File: config.mk
export PLATFORM = sky130hd
export DESIGN_NAME = reg_scoreboard
export DESIGN_NICKNAME = d
export VERILOG_FILES = /design/src/rtl/reg_scoreboard.sv
export SDC_FILE = /design/constraint.sdc
export NUM_CORES = 1
export LEC_CHECK = 0
export BUFFER_PORTS_ARGS = -buffer_cell sky130_fd_sc_hd__buf_2
export CAP_MARGIN = 10
export CELL_PAD_IN_SITES_DETAIL_PLACEMENT = 1
export CELL_PAD_IN_SITES_GLOBAL_PLACEMENT = 1
export CORE_MARGIN = 10
export CORE_UTILIZATION = 30
export CTS_CLUSTER_DIAMETER = 100
export DETAILED_ROUTE_END_ITERATION = 10
export PLACE_DENSITY_LB_ADDON = 0.1
export SLEW_MARGIN = 20
export SYNTH_ARGS = -nofsm -noshare
export SYNTH_HDL_FRONTEND = slang
export SYNTH_SLANG_ARGS = --single-unit
File: constraint.sdc
create_clock -name clk -period 3.99 [get_ports clk]
set_input_delay 0.798 -clock clk [delete_from_list [all_inputs] [get_ports clk]]
set_output_delay 0.798 -clock clk [all_outputs]
set_load 0.02 [all_outputs]
File: src/rtl/reg_scoreboard.sv
`timescale 1ns/1ps
// ID-stage GPR hazard scoreboard: counts in-flight writes per register, stalls ID on
// RAW hazards or counter saturation, and retires pending writes on the WB write port.
module reg_scoreboard #(
    parameter int CNT_W  = 2,
    parameter bit BYPASS = 1'b1
) (
    input  logic       clk,
    input  logic       rst,
    input  logic       id_valid,
    input  logic       reg_read_en_1,
    input  logic       reg_read_en_2,
    input  logic [4:0] reg_addr_1,
    input  logic [4:0] reg_addr_2,
    input  logic       reg_write_en,
    input  logic [4:0] reg_write_addr,
    input  logic       wb_write_en,
    input  logic [4:0] wb_write_addr,
    input  logic       flush,
    output logic       stall,
    output logic       issue,
    output logic       sb_empty,
    output logic       retire_err
);

    localparam logic [CNT_W-1:0] CNT_MAX = {CNT_W{1'b1}};
    localparam logic [CNT_W-1:0] CNT_ONE = CNT_W'(1);

    // Entry 0 exists only so any 5-bit address can index the array; it stays 0.
    logic [CNT_W-1:0] cnt [32];
    logic             retire_err_q;

    logic        wb_ret;
    logic        ret_1;
    logic        ret_2;
    logic        ret_w;
    logic        haz_1;
    logic        haz_2;
    logic        sat;
    logic        any_pending;
    logic [31:0] inc_vec;
    logic [31:0] dec_vec;

    // Counter step; never wraps because sat stall blocks an inc at CNT_MAX.
    function automatic logic [CNT_W-1:0] cnt_step(
        input logic [CNT_W-1:0] cur,
        input logic             inc,
        input logic             dec
    );
        logic [CNT_W-1:0] nxt;
        nxt = cur;
        if (inc && !dec && cur != CNT_MAX) begin
            nxt = cur + CNT_ONE;
        end else if (dec && !inc && cur != '0) begin
            nxt = cur - CNT_ONE;
        end
        return nxt;
    endfunction

    function automatic logic read_hazard(
        input logic             en,
        input logic [4:0]       addr,
        input logic [CNT_W-1:0] cur,
        input logic             ret
    );
        return en && (addr != 5'd0) && (cur != '0) &&
               !(BYPASS && (cur == CNT_ONE) && ret);
    endfunction

    always_comb begin
        wb_ret = wb_write_en && (wb_write_addr != 5'd0) && !flush;
        ret_1  = wb_ret && (wb_write_addr == reg_addr_1);
        ret_2  = wb_ret && (wb_write_addr == reg_addr_2);
        ret_w  = wb_ret && (wb_write_addr == reg_write_addr);

        haz_1  = read_hazard(reg_read_en_1, reg_addr_1, cnt[reg_addr_1], ret_1);
        haz_2  = read_hazard(reg_read_en_2, reg_addr_2, cnt[reg_addr_2], ret_2);
        sat    = reg_write_en && (reg_write_addr != 5'd0) &&
                 (cnt[reg_write_addr] == CNT_MAX) && !ret_w;

        stall  = !rst && id_valid && (haz_1 || haz_2 || sat);
        issue  = !rst && id_valid && !stall && !flush;
    end

    always_comb begin
        any_pending = 1'b0;
        inc_vec     = '0;
        dec_vec     = '0;
        for (int i = 1; i < 32; i++) begin
            any_pending = any_pending || (cnt[i] != '0);
            inc_vec[i]  = issue && reg_write_en && (reg_write_addr == 5'(i));
            dec_vec[i]  = wb_ret && (wb_write_addr == 5'(i)) && (cnt[i] != '0);
        end
    end

    assign sb_empty   = rst || !any_pending;
    assign retire_err = retire_err_q;

    // State update: reset beats flush, flush discards everything including WB retires.
    always_ff @(posedge clk) begin
        if (rst) begin
            for (int i = 0; i < 32; i++) begin
                cnt[i] <= '0;
            end
            retire_err_q <= 1'b0;
        end else if (flush) begin
            for (int i = 1; i < 32; i++) begin
                cnt[i] <= '0;
            end
        end else begin
            if (wb_ret && (cnt[wb_write_addr] == '0)) begin
                retire_err_q <= 1'b1;
            end
            for (int i = 1; i < 32; i++) begin
                cnt[i] <= cnt_step(cnt[i], inc_vec[i], dec_vec[i]);
            end
        end
    end

endmodule

==> impl_metrics.json, run 1 <==
{
  "cts_tree": "done",
  "placementRows": 54,
  "insertion_delay_ns": 0.35,
  "finalWorstSetupSlack_ns": 0.0348,
  "critPathRequiredTime_ns": 3.19,
  "path_clk_slew_ns": 0.06,
  "rr_endpoint": "cnt[14][0]$_SDFFCE_PN0P_",
  "first_global_vias": 7153,
  "finalSetupViolations": 0,
  "die-area_um2": 28300,
  "cap_violations": 0,
  "fmax_ghz": 0.253,
  "fin_total_pwr_mw": 2.42,
  "holdCritStartpoint": "retire_err$_SDFFE_PP0P_",
  "detail-route-antenna-nets": 0,
  "fin_skew_ns": 0.00736,
  "dpl-instance-area_um2": 7530,
  "synth_cells": 741,
  "fillers": 2517,
  "worst-setup-path-type": "in -> out",
  "ys_top_cells_by_area": "edfxtp_1, mux4_2, nor2_1, nand2_1, mux4_1",
  "vias": 6877,
  "design_area_um2": 7860,
  "htree_levels": 3,
  "grt_usage_pct": 22.3,
  "slew_headroom_pct": 48.4,
  "area_growth_pct": 19.3,
  "dp_hpwl_um": 25300,
  "layout_worst_path_cycle_share_pct": 99.1,
  "ys_seq_area_share_pct": 28.3,
  "synth-seq-cells": 63,
  "syn_avg_cell_area_um2": 8.89,
  "p_leak_nw": 2.70,
  "cts_sinks": 63,
  "synth_area_um2": 6590,
  "yosysMostFrequentCell": "nor2_1",
  "whs_ns": 0.494,
  "drtIter0Drc": 576,
  "routed_via_density": 6.26,
  "initial_core_util_pct": 30.4,
  "dieWidth_um": 168,
  "ir_drop_mv": 0.161,
  "multi_input_area_um2": 4430,
  "utilization_pct": 36.2,
  "layout-drive-gt1-share_pct": 24.3,
  "syn-num-nets": 769,
  "hold_buffers": 0,
  "root_buffer": "clkbuf_16",
  "min_path_type": "reg -> reg",
  "hold_depth": 2,
  "min_to": "retire_err$_SDFFE_PP0P_",
  "synth_flop_cell": "edfxtp_1",
  "stdcell_count": 1099,
  "hold_viol": 0,
  "route.detailed.drc": 0,
  "tns_ns": 0,
  "dr.pass1.iters": 6,
  "globalRoute.totalOverflow": 0,
  "clockBufferDepth": 2,
  "period_minus_slack_ns": 3.96,
  "yosysTopAreaCell": "edfxtp_1",
  "slew_violations": 0,
  "max_slew.worst_pin.slew_ns": 0.774,
  "antenna_found_initial": 0,
  "dpl.cell_count": 1082,
  "worst-path-max-fanout": 5,
  "reg2reg_slack_ns": 0.52,
  "seq_area_um2": 1860,
  "core_area_um2": 21700,
  "rr_startpoint": "cnt[25][1]$_SDFFCE_PN0P_",
  "die_h_um": 168,
  "reg2regPathDepth": 10,
  "synth-edff-count": 60,
  "start_kind": "input port",
  "run_status": "completed",
  "place_ws_ns": -0.172,
  "ioPinCount": 32,
  "grt_max_degree": 47,
  "yosysWarnings": 0,
  "synth_cell_types": 72,
  "end_kind": "primary output",
  "grt_pass1_wl_um": 47600,
  "place_congestion": 0.962,
  "nets": 842,
  "io_buffer_count": 31,
  "synthTopCellsByCount": "nor2_1, nand2_1, edfxtp_1, nor3_1, nand3_1",
  "worstPathArrival_ns": 3.16,
  "finalWirelength_um": 32200,
  "postSynth.asyncResetShare_pct": 0,
  "synth_top_area_share_pct": 27.4,
  "p_per_area_nw_per_um2": 308,
  "wl_per_cell_um": 29.3,
  "cts_inserted_buffers": 9
}
## power breakdown
group / leakage [nW] / switching [mW] / internal (mW)
clock: 0.133 / 0.332 / 0.475
combinational: 1.89 / 0.440 / 0.288
sequential: 0.682 / 0.0938 / 0.791
## cell usage in the layout, fill, tap and decap left out, drive strengths merged, types with 17 or more instances in the layout
| cell | count |
|---|---|
| a31oi | 22 |
| nor2b | 19 |
| nand2b | 17 |
| o21ai | 18 |
| nor3 | 39 |
| mux4 | 39 |
| nand3 | 34 |
| edfxtp | 60 |
| o31ai | 17 |
| nand2 | 94 |
| buf | 117 |
| nor2 | 96 |
## logic make-up after synthesis
kind of cell    Yosys count  share of synthesized area [%]
xor+xnor                 29                           3.86
mux                      61                           17.4
compound gates          138                           16.4
buf+inv                  70                           4.92
flops                    63                           28.3
simple gates            380                           29.2
## metal layers
metal  share of wire (%)  GRT usage [%]  up-vias
li1                    -              -     3009
met1                  43           28.6     3492
met2                  45           35.0      311
met3                 8.4           6.05       65
met4                 3.6           8.63        0
met5                   0              0        -
## cell type report
cell class	count	share of cell area, %
clock inverters	5	0.637
diodes	1	0.0318
flip-flops and latches	63	23.7
well taps	280	4.46
repair buffers	118	11.2
multi-input cells	608	56.4
inverters	14	0.717
clock buffers	10	2.91
## sequential cells by signal, summed over array words and instances (netlist names)
register,cells
retire_err,1
cnt,62
## how the worst max path moves through the flow
stage          cells past startpoint  endpoint         startpoint  slack (ns)
2_1_floorplan                     10     stall   wb_write_addr[2]        0.11
3_3_place_gp                      10     issue      reg_addr_1[0]        -0.1
3_5_place_dp                      11     issue      reg_addr_1[0]       -0.17
4_1_cts                            8     stall  reg_write_addr[3]        0.02
5_1_grt                           11     issue      reg_addr_2[0]      -0.006
6_report                          11     issue      reg_addr_2[0]        0.03
## repair_timing
| item | 4_1_cts | 5_1_grt |
|---|---|---|
| setup endpoints to repair | 2 | 2 |
| gates resized for setup | 4 | 7 |
| buffers inserted | 0 | 1 |
| pin swaps | 0 | 3 |
## critical path, stage by stage
cell,delay [ns]
buf_4,0.17
buf_6,0.16
mux4_2,0.50
mux2_2,0.33
nand2_1,0.10
a2111o_1,0.19
o2111a_4,0.24
nand2b_1,0.13
nor2_2,0.20
and3_1,0.17
buf_2,0.16
Power figures use the tool's default switching activity.
==> run 2: changes to the inputs <==
--- a/config.mk
+++ b/config.mk
@@ -10,7 +10,7 @@
 export CELL_PAD_IN_SITES_DETAIL_PLACEMENT = 1
 export CELL_PAD_IN_SITES_GLOBAL_PLACEMENT = 1
 export CORE_MARGIN = 10
-export CORE_UTILIZATION = 30
+export CORE_UTILIZATION = 49
 export CTS_CLUSTER_DIAMETER = 100
 export DETAILED_ROUTE_END_ITERATION = 10
 export PLACE_DENSITY_LB_ADDON = 0.1
==> impl_metrics.json, run 2 (same netlist as run 1, synthesis figures left out) <==
{
  "fin_skew_ns": 0.00836,
  "detail-route-antenna-nets": 0,
  "clockBufferDepth": 2,
  "rsz0062_at_grt": "false",
  "layout-drive-gt1-share_pct": 22.0,
  "layout_worst_path_cycle_share_pct": 98.1,
  "vias": 7195,
  "cts_tree": "done",
  "initial_core_util_pct": 49.9,
  "dpl-instance-area_um2": 7210,
  "antenna_found_initial": 0,
  "slew_violations": 0,
  "fmax_ghz": 0.255,
  "p_per_area_nw_per_um2": 305,
  "use_met2_pct": 49.6,
  "max_slew.worst_pin.slew_ns": 0.974,
  "drtIter0Drc": 898,
  "critPathRequiredTime_ns": 3.19,
  "wl_per_cell_um": 30.3,
  "root_buffer": "clkbuf_16",
  "grt_pass1_wl_um": 44700,
  "end_kind": "primary output",
  "dp_hpwl_um": 22700,
  "dr.pass1.iters": 5,
  "globalRoute.totalOverflow": 0,
  "htree_levels": 3,
  "crit_slowest_cell": "mux4_2",
  "placementRows": 42,
  "finalWirelength_um": 29600,
  "place_congestion": 1.02,
  "stdcell_count": 975,
  "slowest_delay_ns": 0.58,
  "reg2reg_slack_ns": 0.33,
  "period_minus_slack_ns": 3.92,
  "slew_headroom_pct": 35.0,
  "antennaDiodeCount": 0,
  "hold_viol": 0,
  "cts_inserted_buffers": 9,
  "die-area_um2": 18500,
  "fillers": 1584,
  "worst-setup-path-type": "in -> out",
  "tns_ns": 0,
  "finalSetupViolations": 0,
  "ir_drop_mv": 0.166,
  "utilization_pct": 56.8,
  "run_status": "completed",
  "grt_busiest_layer": "met2",
  "path_buf_inv": 4,
  "use_met3_pct": 9.30,
  "core_area_um2": 13200,
  "min_path_type": "reg -> reg",
  "start_kind": "input port",
  "whs_ns": 0.546,
  "area_growth_pct": 13.8,
  "grtUsageMet1_pct": 41.5,
  "path_clk_slew_ns": 0.06,
  "multi_input_area_um2": 4420,
  "cts_sinks": 63,
  "crit_top_cell": "buf_2",
  "worstPathArrival_ns": 3.12,
  "max_flop_register": "cnt",
  "dpl.cell_count": 959,
  "largest_reg_flops": 62,
  "first_global_vias": 7202,
  "crit_family": "buffers and inverters",
  "die_h_um": 136,
  "worstPathCellList": "buf_2 > clkinv_1 > mux4_2 > o22ai_1 > o21a_1 > nor2_2 > buf_4 > nor3b_2 > buf_2",
  "grt_max_degree": 39,
  "finalWorstSetupSlack_ns": 0.0744,
  "place_ws_ns": -0.137,
  "ioPinCount": 32,
  "io_buffer_count": 31,
  "routed_via_density": 7.38,
  "design_area_um2": 7500,
  "cap_violations": 0,
  "final_cell_mix": "nand2_1, nor2_1, buf_4",
  "worst-path-max-fanout": 13,
  "final_common_cell": "nand2_1",
  "grt_usage_pct": 32.0,
  "route.detailed.drc": 0,
  "fin_total_pwr_mw": 2.28,
  "dieWidth_um": 136,
  "insertion_delay_ns": 0.35,
  "seq_area_um2": 1860,
  "p_leak_nw": 2.59,
  "nets": 824
}
==> run 2: routing by layer <==
| layer | wire length (um) | share of wire [%] |
|---|---|---|
| met5 | 0 | 0 |
| met2 | 13100 | 44 |
| met3 | 3540 | 12 |
| met4 | 1320 | 4.5 |
| met1 | 11600 | 39 |
==> run 2: path summary, 6_finish.rpt <==
path                                    to  depth (start not counted)                      from
hold / removal     retire_err$_SDFFE_PP0P_                          2   retire_err$_SDFFE_PP0P_
hold reg to reg    retire_err$_SDFFE_PP0P_                          2   retire_err$_SDFFE_PP0P_
setup reg to reg  cnt[17][1]$_SDFFCE_PN0P_                         10  cnt[14][0]$_SDFFCE_PN0P_
setup / recovery                     stall                          9         reg_write_addr[3]
==> run 2: worst min-delay path, delay by kind of cell, from the launching register on <==
| family | cells | cell delay [ns] |
|---|---|---|
| compound gates | 1 | 0.06 |
| simple gates | 1 | 0.07 |
| flops | 1 | 0.38 |
==> run 2: final cells by class <==
type,instances,share of cell area [%]
Clock buffer,11,3.10
Clock inverter,3,0.167
Inverter,14,0.701
Multi-Input combinational cell,608,59.0
Sequential cell,63,24.8
Tap cell,176,2.94
Timing Repair Buffer,100,9.30
==> run 2: repair_timing <==
| item | in CTS | in global routing |
|---|---|---|
| gates resized for setup | 1 | 8 |
| buffers inserted | 0 | 2 |
| pin swaps | 0 | 2 |
| hold buffers | 0 | 0 |
| endpoints found under the setup margin | 1 | 2 |
==> run 2: power breakdown <==
part,internal [mW],switching (mW),leakage (nW)
Clock,0.408,0.302,0.120
Combinational,0.264,0.409,1.79
Sequential,0.791,0.109,0.682
Total,1.46,0.820,2.59
